--- src/rtl/serial_to_parallel_collector.sv ---
// Serial-to-parallel collector: assembles DATA_W-bit words from a qualified bit
// stream and hands them off through a one-entry valid/ready holding register.
module serial_to_parallel_collector #(
    parameter int unsigned DATA_W    = 4,
    parameter bit          LSB_FIRST = 1'b1
) (
    input  logic              clk,
    input  logic              reset,
    input  logic              serial_i,
    input  logic              valid_i,
    output logic [DATA_W-1:0] parallel_o,
    output logic              parallel_valid_o,
    input  logic              parallel_ready_i,
    output logic              busy_o,
    output logic              overflow_o
);

    localparam int unsigned CNT_W = (DATA_W > 1) ? $clog2(DATA_W) : 1;
    localparam logic [CNT_W-1:0] LAST = CNT_W'(DATA_W - 1);

    if (DATA_W < 2 || DATA_W > 16) begin : g_bad_width
        $error("serial_to_parallel_collector: DATA_W must be 2..16");
    end

    typedef enum logic {
        EMPTY = 1'b0,
        FULL  = 1'b1
    } hold_state_t;

    hold_state_t       state, state_next;
    logic [DATA_W-1:0] shift_q;
    logic [DATA_W-1:0] word_next;
    logic [CNT_W-1:0]  count_q;
    logic [CNT_W-1:0]  count_next;
    logic              complete;
    logic              drain;
    logic              load;
    logic              drop;

    // Word as it will look once the current bit is shifted in.
    if (LSB_FIRST) begin : g_lsb
        assign word_next = {serial_i, shift_q[DATA_W-1:1]};
    end else begin : g_msb
        assign word_next = {shift_q[DATA_W-2:0], serial_i};
    end

    assign complete   = valid_i && (count_q == LAST);
    assign count_next = (count_q == LAST) ? '0 : count_q + CNT_W'(1);

    always_ff @(posedge clk) begin
        if (reset) begin
            shift_q <= '0;
            count_q <= '0;
            busy_o  <= 1'b0;
        end else if (valid_i) begin
            shift_q <= word_next;
            count_q <= count_next;
            busy_o  <= (count_next != '0);
        end
    end

    always_ff @(posedge clk) begin
        if (reset) begin
            state <= EMPTY;
        end else begin
            state <= state_next;
        end
    end

    always_comb begin
        state_next = state;
        load       = 1'b0;
        drop       = 1'b0;
        drain      = 1'b0;
        unique case (state)
            EMPTY: begin
                if (complete) begin
                    load       = 1'b1;
                    state_next = FULL;
                end
            end
            FULL: begin
                drain = parallel_ready_i;
                // A drain in the same cycle frees the slot for the new word.
                if (complete && drain) begin
                    load = 1'b1;
                end else if (complete) begin
                    drop = 1'b1;
                end else if (drain) begin
                    state_next = EMPTY;
                end
            end
            default: state_next = EMPTY;
        endcase
    end

    always_ff @(posedge clk) begin
        if (reset) begin
            parallel_o <= '0;
            overflow_o <= 1'b0;
        end else begin
            if (load) begin
                parallel_o <= word_next;
            end
            if (drop) begin
                overflow_o <= 1'b1;
            end
        end
    end

    assign parallel_valid_o = (state == FULL);

endmodule

--- config.mk ---
export PLATFORM = sky130hd
export DESIGN_NAME = serial_to_parallel_collector
export DESIGN_NICKNAME = d
export VERILOG_FILES = /design/src/rtl/serial_to_parallel_collector.sv
export SDC_FILE = /design/constraint.sdc
export NUM_CORES = 1
export LEC_CHECK = 0
export BUFFER_PORTS_ARGS = -buffer_cell sky130_fd_sc_hd__buf_4
export CORE_MARGIN = 5
export CORE_UTILIZATION = 30
export CTS_BUF_LIST = sky130_fd_sc_hd__clkbuf_4
export DETAILED_ROUTE_END_ITERATION = 10
export PLACE_DENSITY = 0.62
export SLEW_MARGIN = 5
export SYNTH_ARGS = -nofsm -noshare
export SYNTH_HDL_FRONTEND = slang
export SYNTH_SLANG_ARGS = --single-unit
--- constraint.sdc ---
create_clock -name clk -period 1.7 [get_ports clk]
set_input_delay 0.51 -clock clk [delete_from_list [all_inputs] [get_ports clk]]
set_output_delay 0.51 -clock clk [all_outputs]
set_load 0.01 [all_outputs]
==> flow_metrics.env, run 1 <==
export IMPL_postCtsSetupRepairBufs=0
export IMPL_slew_viol_final=0
export IMPL_crit_chain="buf_4"
export IMPL_r2r_start="count_q[0]"
export IMPL_yosysWarnings=0
export IMPL_initialDrtViolationCount=3
export IMPL_post_drt_via_cell_ratio=4.64
export IMPL_hold_ws_ps=473
export IMPL_crit_fanout=2
export IMPL_worstSetupStartpoint="parallel_o[1]"
export IMPL_fin_tns_setup_ps=0
export IMPL_crit_family="flip-flops"
export IMPL_crit_slowest_cell="dfxtp_1"
export IMPL_clock_latency_ps=260
export IMPL_dpl_hpwl_um=560
export IMPL_grt_total_usage_pct=6.93
export IMPL_nFillCells=166
export IMPL_multi_input_area_um2=248
export IMPL_holdBufCountCts=0
export IMPL_yosys_register_bits=12
export IMPL_drc=0
export IMPL_grt_pass1_wl_um=1300
export IMPL_netlist_area_um2=504
export IMPL_gr_total_overflow=0
export IMPL_dp_cells=72
export IMPL_placed_area_um2=591
export IMPL_hold_viol_final=0
export IMPL_vdd_drop_max_uv=456
export IMPL_layout_setup_ws_ps=471
export IMPL_clk_pin_slew_ps=70
export IMPL_layout_drive_gt1_share_pct=28.8
export IMPL_clockBufferDepth=2
export IMPL_fp_dieArea_um2=2600
export IMPL_max_freq_mhz=814
export IMPL_grt_start_max_net_pins=17
export IMPL_fin_skew_ps=0.318
export IMPL_vias=348
export IMPL_cp_end_kind="primary output"
export IMPL_cts_resized=0
export IMPL_hold_path_class="flop to flop"
export IMPL_status="finished clean"
export IMPL_period_needed_ps=1230
export IMPL_slew_limit_headroom_pct=87.0
export IMPL_avgSynthCellArea_um2=10.7
export IMPL_dieHeight_um=51.0
export IMPL_cts_tree="yes"
export IMPL_initial_core_util_pct=32.7
export IMPL_firstDrtPassIters=4
export IMPL_syn_inst=47
export IMPL_min_period_over_period_pct=72.3
export IMPL_num_antenna_cells=0
export IMPL_holdCritStartpoint="parallel_o[1]"
export IMPL_cp_start_kind="flop"
export IMPL_synth_cell_types=13
export IMPL_cp_required_ps=1190
export IMPL_worst_setup_path_type="flop to primary output"
export IMPL_wire_per_inst_um=10.0
export IMPL_rows=14
export IMPL_cts_root_buf="clkbuf_4"
export IMPL_synth_seq_area_share_pct=47.6
export IMPL_postLayoutCoreUtil_pct=39.8
export IMPL_place_gp_congestion=0.661
export IMPL_layout_common_cells="dfxtp_1 (12), buf_4 (11), mux2i_1 (9), nor2_1 (9), nand2b_1 (8)"
export IMPL_tightest_slew_ps=196
export IMPL_mostFrequentLayoutCell="dfxtp_1"
export IMPL_rsz0062_at_grt="no"
export IMPL_clkSinkCount=12
export IMPL_area_growth_pct=21.6
export IMPL_antenna_found_initial=0
export IMPL_portBuffers=11
export IMPL_finalPower_uw=507
export IMPL_power_density_nw_per_um2=827
export IMPL_antenna_left=0
export IMPL_drv_cap=0
export IMPL_synth_fp_nets=53
export IMPL_p_leak_nw=0.262
export IMPL_die_x_um=51.0
export IMPL_final_nets=67
export IMPL_cpPeakStageDelay_ps=340
export IMPL_setup_viol=0
export IMPL_fin_area_um2=613
export IMPL_routed_wl_um=753
export IMPL_path_buf_inv=1
export IMPL_core_um2=1540
export IMPL_layout_area_seq_um2=240
export IMPL_numCtsBuffers=3
export IMPL_pin_count=12
export IMPL_fin_cells=75
export IMPL_grt_pass1_vias=310
export IMPL_h_tree_depth=1
export IMPL_place_ws_ps=549
export IMPL_cp_data_arrival_time_ps=720
layout make-up:
cell class                 count  share of cell area [%]
timing repair buffer          11                    13.5
tap                           16                    3.27
sequential                    12                    39.2
clock buffer                   3                    3.67
multi-input combinational     33                    40.4
state kept, by name, indices dropped and copies added, names as in the netlist:
register          count
parallel_valid_o      1
count_q               2
shift_q               3
overflow_o            1
busy_o                1
parallel_o            4
where the power goes:
group | switching, mW | internal, mW | leakage (nW)
sequential | 0.00565 | 0.290 | 0.0977
combinational | 0.0222 | 0.0243 | 0.150
clock | 0.0826 | 0.0817 | 0.0138
worst min-delay path: stages (launching register included):
cell	delay [ps]
dfxtp_1	320
nand2b_1	60
mux2i_1	50
cell usage after synthesis:
| cell type | n | share of area (%) |
|---|---|---|
| nand2_4 | 1 | 2.2 |
| nand2b_1 | 8 | 9.9 |
| a31oi_1 | 1 | 1.2 |
| mux2i_1 | 9 | 18 |
| buf_6 | 1 | 2.2 |
| dfxtp_1 | 12 | 48 |
| a21oi_1 | 1 | 0.99 |
| buf_2 | 1 | 0.99 |
| nor2_8 | 1 | 4.0 |
| o21ai_0 | 1 | 0.99 |
| nor2_1 | 9 | 6.7 |
| nor2b_4 | 1 | 2.7 |
| ha_1 | 1 | 2.5 |
layer usage:
layer	global-route usage [%]	routed length, um	up-vias	part of all wire (%)
met3	3.20	51	2	6.8
li1	-	-	177	-
met2	8.26	338	8	45
met5	0	0	-	0
met1	8.33	345	161	46
met4	7.66	18	0	2.4
path summary, 6_finish.rpt:
path,slack (ps),endpoint,cells after the start
setup reg to reg,610,parallel_o[0],4
hold reg to reg,470,parallel_o[1],2
hold / removal,470,parallel_o[1],2
setup / recovery,470,parallel_o[1],1
kinds of logic after synthesis:
group	Yosys count	synth area share [%]
and+or+nand+nor	20	25.6
DFF	12	47.6
muxes	9	17.9
AOI/OAI and AO/OA	3	3.22
buffers and inverters	2	3.22
adders and majority gates	1	2.48
Power figures use the tool's default switching activity.
==> inputs of run 2 (changes only) <==
==> constraint.sdc (replaced) <==
create_clock -name clk -period 1.2 [get_ports clk]
set_input_delay 0.36 -clock clk [delete_from_list [all_inputs] [get_ports clk]]
set_output_delay 0.36 -clock clk [all_outputs]
set_load 0.01 [all_outputs]
==> flow_metrics.env, run 2 (synthesized netlist as in run 1, its figures left out) <==
export IMPL_status="finished clean"
export IMPL_slew_viol_final=0
export IMPL_worst_setup_path_type="flop to flop"
export IMPL_dpl_hpwl_um=633
export IMPL_highest_layer="met4"
export IMPL_max_freq_mhz=901
export IMPL_layout_area_seq_um2=240
export IMPL_clkSinkCount=12
export IMPL_crit_fanout=4
export IMPL_numCtsBuffers=3
export IMPL_antenna_found_initial=0
export IMPL_multi_input_area_um2=248
export IMPL_vias=365
export IMPL_power_internal_uw=562
export IMPL_power_switching_uw=171
export IMPL_p_leak_nw=0.262
export IMPL_wl_met2_um=413
export IMPL_rsz0062_at_grt="no"
export IMPL_cp_end_kind="flop"
export IMPL_cts_root_buf="clkbuf_4"
export IMPL_area_growth_pct=21.6
export IMPL_drv_cap=0
export IMPL_clkPwrFrac_pct=33.6
export IMPL_core_um2=1540
export IMPL_min_period_over_period_pct=92.5
export IMPL_place_gp_congestion=0.694
export IMPL_clk_pin_slew_ps=70
export IMPL_setup_viol=0
export IMPL_clockBufferDepth=2
export IMPL_placed_area_um2=591
export IMPL_die_x_um=51.0
export IMPL_holdBufCountCts=0
export IMPL_grt_pass1_vias=334
export IMPL_num_antenna_cells=0
export IMPL_dr_wl_met3_um=46
export IMPL_fin_tns_setup_ps=0
export IMPL_initialDrtViolationCount=6
export IMPL_drc=0
export IMPL_routed_wl_um=875
export IMPL_postCtsSetupRepairBufs=0
export IMPL_cts_resized=0
export IMPL_post_drt_via_cell_ratio=4.87
export IMPL_clock_latency_ps=270
export IMPL_r2r_slack_ps=90
export IMPL_cp_data_arrival_time_ps=1310
export IMPL_met1Wirelength_um=406
export IMPL_cpPeakStageDelay_ps=360
export IMPL_grt_pass1_wl_um=1410
export IMPL_nFillCells=165
export IMPL_hold_ws_ps=337
export IMPL_tightest_slew_ps=205
export IMPL_cp_start_kind="flop"
export IMPL_p_seq_share_pct=57.3
export IMPL_regMostFlops="parallel_o"
export IMPL_final_nets=67
export IMPL_layout_common_cells="dfxtp_1 (12), buf_4 (11), mux2i_1 (9), nor2_1 (9), nand2b_1 (8)"
export IMPL_hold_path_class="input pin to flop"
export IMPL_portBuffers=11
export IMPL_wire_per_inst_um=11.7
export IMPL_crit_slowest_cell="dfxtp_1"
export IMPL_antenna_left=0
export IMPL_hold_viol_final=0
export IMPL_sw_frac_of_total_pct=23.4
export IMPL_crit_chain="ha_1, nand2_4, nor2_8, mux2i_1"
export IMPL_fp_dieArea_um2=2600
export IMPL_largest_reg_flops=4
export IMPL_grt_total_usage_pct=7.21
export IMPL_top_regs="parallel_o (4), shift_q (3), count_q (2)"
export IMPL_fin_skew_ps=1.27
export IMPL_fin_area_um2=613
export IMPL_mostFrequentLayoutCell="dfxtp_1"
export IMPL_rows=14
export IMPL_dieHeight_um=51.0
export IMPL_firstDrtPassIters=2
export IMPL_period_needed_ps=1110
export IMPL_h_tree_depth=1
export IMPL_p_comb_share_pct=9.1
export IMPL_cp_required_ps=1400
export IMPL_grt_start_max_net_pins=17
export IMPL_finalPower_uw=733
export IMPL_power_density_nw_per_um2=1200
export IMPL_layout_drive_gt1_share_pct=28.8
export IMPL_initial_core_util_pct=32.7
export IMPL_vdd_drop_max_uv=410
export IMPL_gr_total_overflow=0
export IMPL_pin_count=12
export IMPL_cts_tree="yes"
export IMPL_slew_limit_headroom_pct=86.3
-- run 2: metal layers --
layer | up-vias | global-route usage (%)
met2 | 6 | 9.71
met4 | 0 | 5.11
met1 | 176 | 8.82
met5 | - | 0
li1 | 181 | -
met3 | 2 | 3.49
-- run 2: critical path: cells and delay by family (launching register included) --
kind                       cells  cell delay, ps
muxes                          1             190
and+or+nand+nor                2             230
DFF                            1             360
adders and majority gates      1             270
-- run 2: final timing paths --
kind | startpoint | to | cells past startpoint
max | count_q[0] | parallel_o[3] | 4
min | serial_i | shift_q[3] | 3
max reg2reg | count_q[0] | parallel_o[3] | 4
min reg2reg | parallel_o[1] | parallel_o[1] | 2
-- run 2: final cells by class --
cell class	instances	share of cell area, %
clock buffers	3	3.67
multi-input cells	33	40.4
flip-flops and latches	12	39.2
well taps	16	3.27
repair buffers	11	13.5
-- run 2: stage by stage --
step	worst slack (ps)	std cells	utilization, %
2_1_floorplan	198	47	-
6_report	89.6	75	39.8
3_3_place_gp	149	72	38.3
3_5_place_dp	118	72	38.3
5_1_grt	16.8	75	39.8
4_1_cts	89.0	75	39.8
-- run 2: power groups by stage --
stage | Sequential [mW] | Combinational [mW] | Clock, mW
5_1_grt | 0.421 | 0.0733 | 0.269
3_5_place_dp | 0.429 | 0.0674 | 0
4_1_cts | 0.420 | 0.0678 | 0.249
6_report | 0.420 | 0.0664 | 0.247
3_3_place_gp | 0.428 | 0.0667 | 0
2_1_floorplan | 0.429 | 0.0458 | 0
==> inputs of run 3 (changes only) <==
--- a/config.mk
+++ b/config.mk
@@ -5,6 +5,7 @@
 export SDC_FILE = /design/constraint.sdc
 export NUM_CORES = 1
 export LEC_CHECK = 0
+export ABC_AREA = 1
 export BUFFER_PORTS_ARGS = -buffer_cell sky130_fd_sc_hd__buf_4
 export CORE_MARGIN = 5
 export CORE_UTILIZATION = 30
==> flow_metrics.env, run 3 <==
export IMPL_status="finished clean"
export IMPL_syn_inst=57
export IMPL_cp_end_kind="primary output"
export IMPL_clkSinkCount=12
export IMPL_postCtsSetupRepairBufs=0
export IMPL_fin_area_um2=587
export IMPL_h_tree_depth=1
export IMPL_crit_family="flip-flops"
export IMPL_ys_flop_type="dfxtp_1"
export IMPL_cts_root_buf="clkbuf_4"
export IMPL_layout_common_cells="dfxtp_1 (11), buf_4 (11), a21oi_1 (9)"
export IMPL_slew_viol_final=0
export IMPL_portBuffers=11
export IMPL_fp_dieArea_um2=2470
export IMPL_core_um2=1510
export IMPL_routed_wl_um=838
export IMPL_synth_edf_count=0
export IMPL_dpl_hpwl_um=609
export IMPL_ys_top_cells_by_area="dfxtp_1 (51%), a21oi_1 (9.5%), inv_1 (6.4%), nor2_1 (5.6%), nand3_1 (4.2%)"
export IMPL_gr_total_overflow=0
export IMPL_tightest_slew_ps=242
export IMPL_largest_reg_flops=4
export IMPL_antenna_left=0
export IMPL_clk_pin_slew_ps=70
export IMPL_synth_fp_nets=63
export IMPL_yosys_top_cells_count="dfxtp_1 (12), a21oi_1 (9), inv_1 (8)"
export IMPL_cpPeakStageDelay_ps=360
export IMPL_clock_latency_ps=260
export IMPL_worstSetupStartpoint="parallel_valid_o"
export IMPL_netlist_area_um2=472
export IMPL_fin_skew_ps=1.39
export IMPL_drc=0
export IMPL_rows=14
export IMPL_top_regs="parallel_o (4), shift_q (3), count_q (2)"
export IMPL_firstDrtPassIters=4
export IMPL_drv_cap=0
export IMPL_num_antenna_cells=0
export IMPL_regMostFlops="parallel_o"
export IMPL_max_freq_mhz=910
export IMPL_yosys_register_bits=12
export IMPL_grt_total_usage_pct=8.00
export IMPL_initialDrtViolationCount=8
export IMPL_vdd_drop_max_uv=497
export IMPL_antenna_found_initial=0
export IMPL_crit_fanout=3
export IMPL_grt_pass1_wl_um=1490
export IMPL_r2r_start="count_q[0]"
export IMPL_fin_tns_setup_ps=0
export IMPL_cp_required_ps=840
export IMPL_worst_setup_path_type="flop to primary output"
export IMPL_post_drt_via_cell_ratio=4.52
export IMPL_final_nets=78
export IMPL_period_needed_ps=1100
export IMPL_r2r_end="parallel_o[1]"
export IMPL_placed_area_um2=563
export IMPL_ff2ff_path_depth=5
export IMPL_yosysTopAreaCellShare_pct=50.9
export IMPL_cp_num_cells=1
export IMPL_wire_per_inst_um=9.74
export IMPL_power_density_nw_per_um2=1270
export IMPL_hold_viol_final=0
export IMPL_vias=389
export IMPL_grt_pass1_vias=339
export IMPL_p_leak_nw=0.283
export IMPL_crit_slowest_cell="dfxtp_2"
export IMPL_pin_count=12
export IMPL_setup_worst_path_end="parallel_valid_o"
export IMPL_nFillCells=162
export IMPL_crit_chain="buf_4"
export IMPL_layout_drive_gt1_share_pct=28.6
export IMPL_clockBufferDepth=2
export IMPL_place_gp_congestion=0.781
export IMPL_slew_limit_headroom_pct=83.8
export IMPL_numCtsBuffers=3
export IMPL_cp_data_arrival_time_ps=740
export IMPL_cts_tree="yes"
export IMPL_setup_viol=0
export IMPL_initial_core_util_pct=31.3
export IMPL_yosysTopAreaCell="dfxtp_1"
export IMPL_synth_most_common_cell="dfxtp_1"
export IMPL_area_growth_pct=24.4
export IMPL_yosysWarnings=0
export IMPL_path_buf_inv=1
export IMPL_die_x_um=49.7
export IMPL_avgSynthCellArea_um2=8.28
export IMPL_dieHeight_um=49.7
export IMPL_ys_async_sr_fraction_pct=0
export IMPL_synth_seq_area_share_pct=50.9
export IMPL_grt_start_max_net_pins=13
export IMPL_cp_start_kind="flop"
export IMPL_rsz0062_at_grt="no"
export IMPL_hold_path_class="input pin to flop"
export IMPL_min_period_over_period_pct=91.6
export IMPL_r2r_slack_ps=140
export IMPL_synth_cell_types=14
## run 3: report_power, final
part	total (mW)	internal, mW	switching (mW)
clock network	0.232	0.116	0.116
logic	0.0812	0.0376	0.0436
registers	0.430	0.419	0.0110
## run 3: timing repair
| action | in CTS | in global routing |
|---|---|---|
| hold buffers | 0 | 0 |
| setup endpoints to repair | 0 | 1 |
| resized for setup | 0 | 1 |
## run 3: cell families after synthesis
kind of cell | count (synthesis) | synth area share [%]
compound gates | 14 | 15.6
fa+ha+maj | 1 | 2.65
flops | 12 | 50.9
xor+xnor | 1 | 1.86
simple gates | 19 | 19.1
buf+inv | 10 | 9.81
## run 3: final cells by class
cell class	count	area (um2)	share of cell area, %
Clock buffer	3	22.5	3.84
Inverter	9	35.0	5.97
Timing Repair Buffer	11	82.6	14.1
Tap cell	16	20.0	3.41
Multi-Input combinational cell	35	185	31.6
Sequential cell	12	241	41.2
## run 3: worst min-delay path by stage
stage / from / to / slack [ps] / depth (start not counted)
global route: reset / overflow_o / 240 / 2
floorplan: reset / overflow_o / 420 / 1
finish: reset / overflow_o / 270 / 2
detailed placement: overflow_o / overflow_o / 450 / 2
CTS: reset / overflow_o / 250 / 2
global placement: overflow_o / overflow_o / 450 / 2
## run 3: stage by stage
| stage | hold slack [ps] | setup slack (ps) | util, % | total power, mW | std cells |
|---|---|---|---|---|---|
| 6_report | 267 | 101 | 39.0 | 0.743 | 86 |
| 3_3_place_gp | 449 | 160 | 37.4 | 0.519 | 83 |
| 2_1_floorplan | 422 | 207 | - | 0.491 | 57 |
| 4_1_cts | 250 | 37.1 | 38.9 | 0.760 | 86 |
| 3_5_place_dp | 449 | 148 | 37.4 | 0.520 | 83 |
| 5_1_grt | 241 | 40.3 | 39.0 | 0.799 | 86 |
## run 3: per-layer routing
layer  wire length (um)  part of all wire, %  up-vias  track usage (%)
li1                   -                    -      211                -
met2                349                   42        8             9.32
met5                  0                    0        -                0
met1                433                   52      168             10.6
met3                 34                  4.1        2             3.01
met4                 21                  2.5        0             7.86
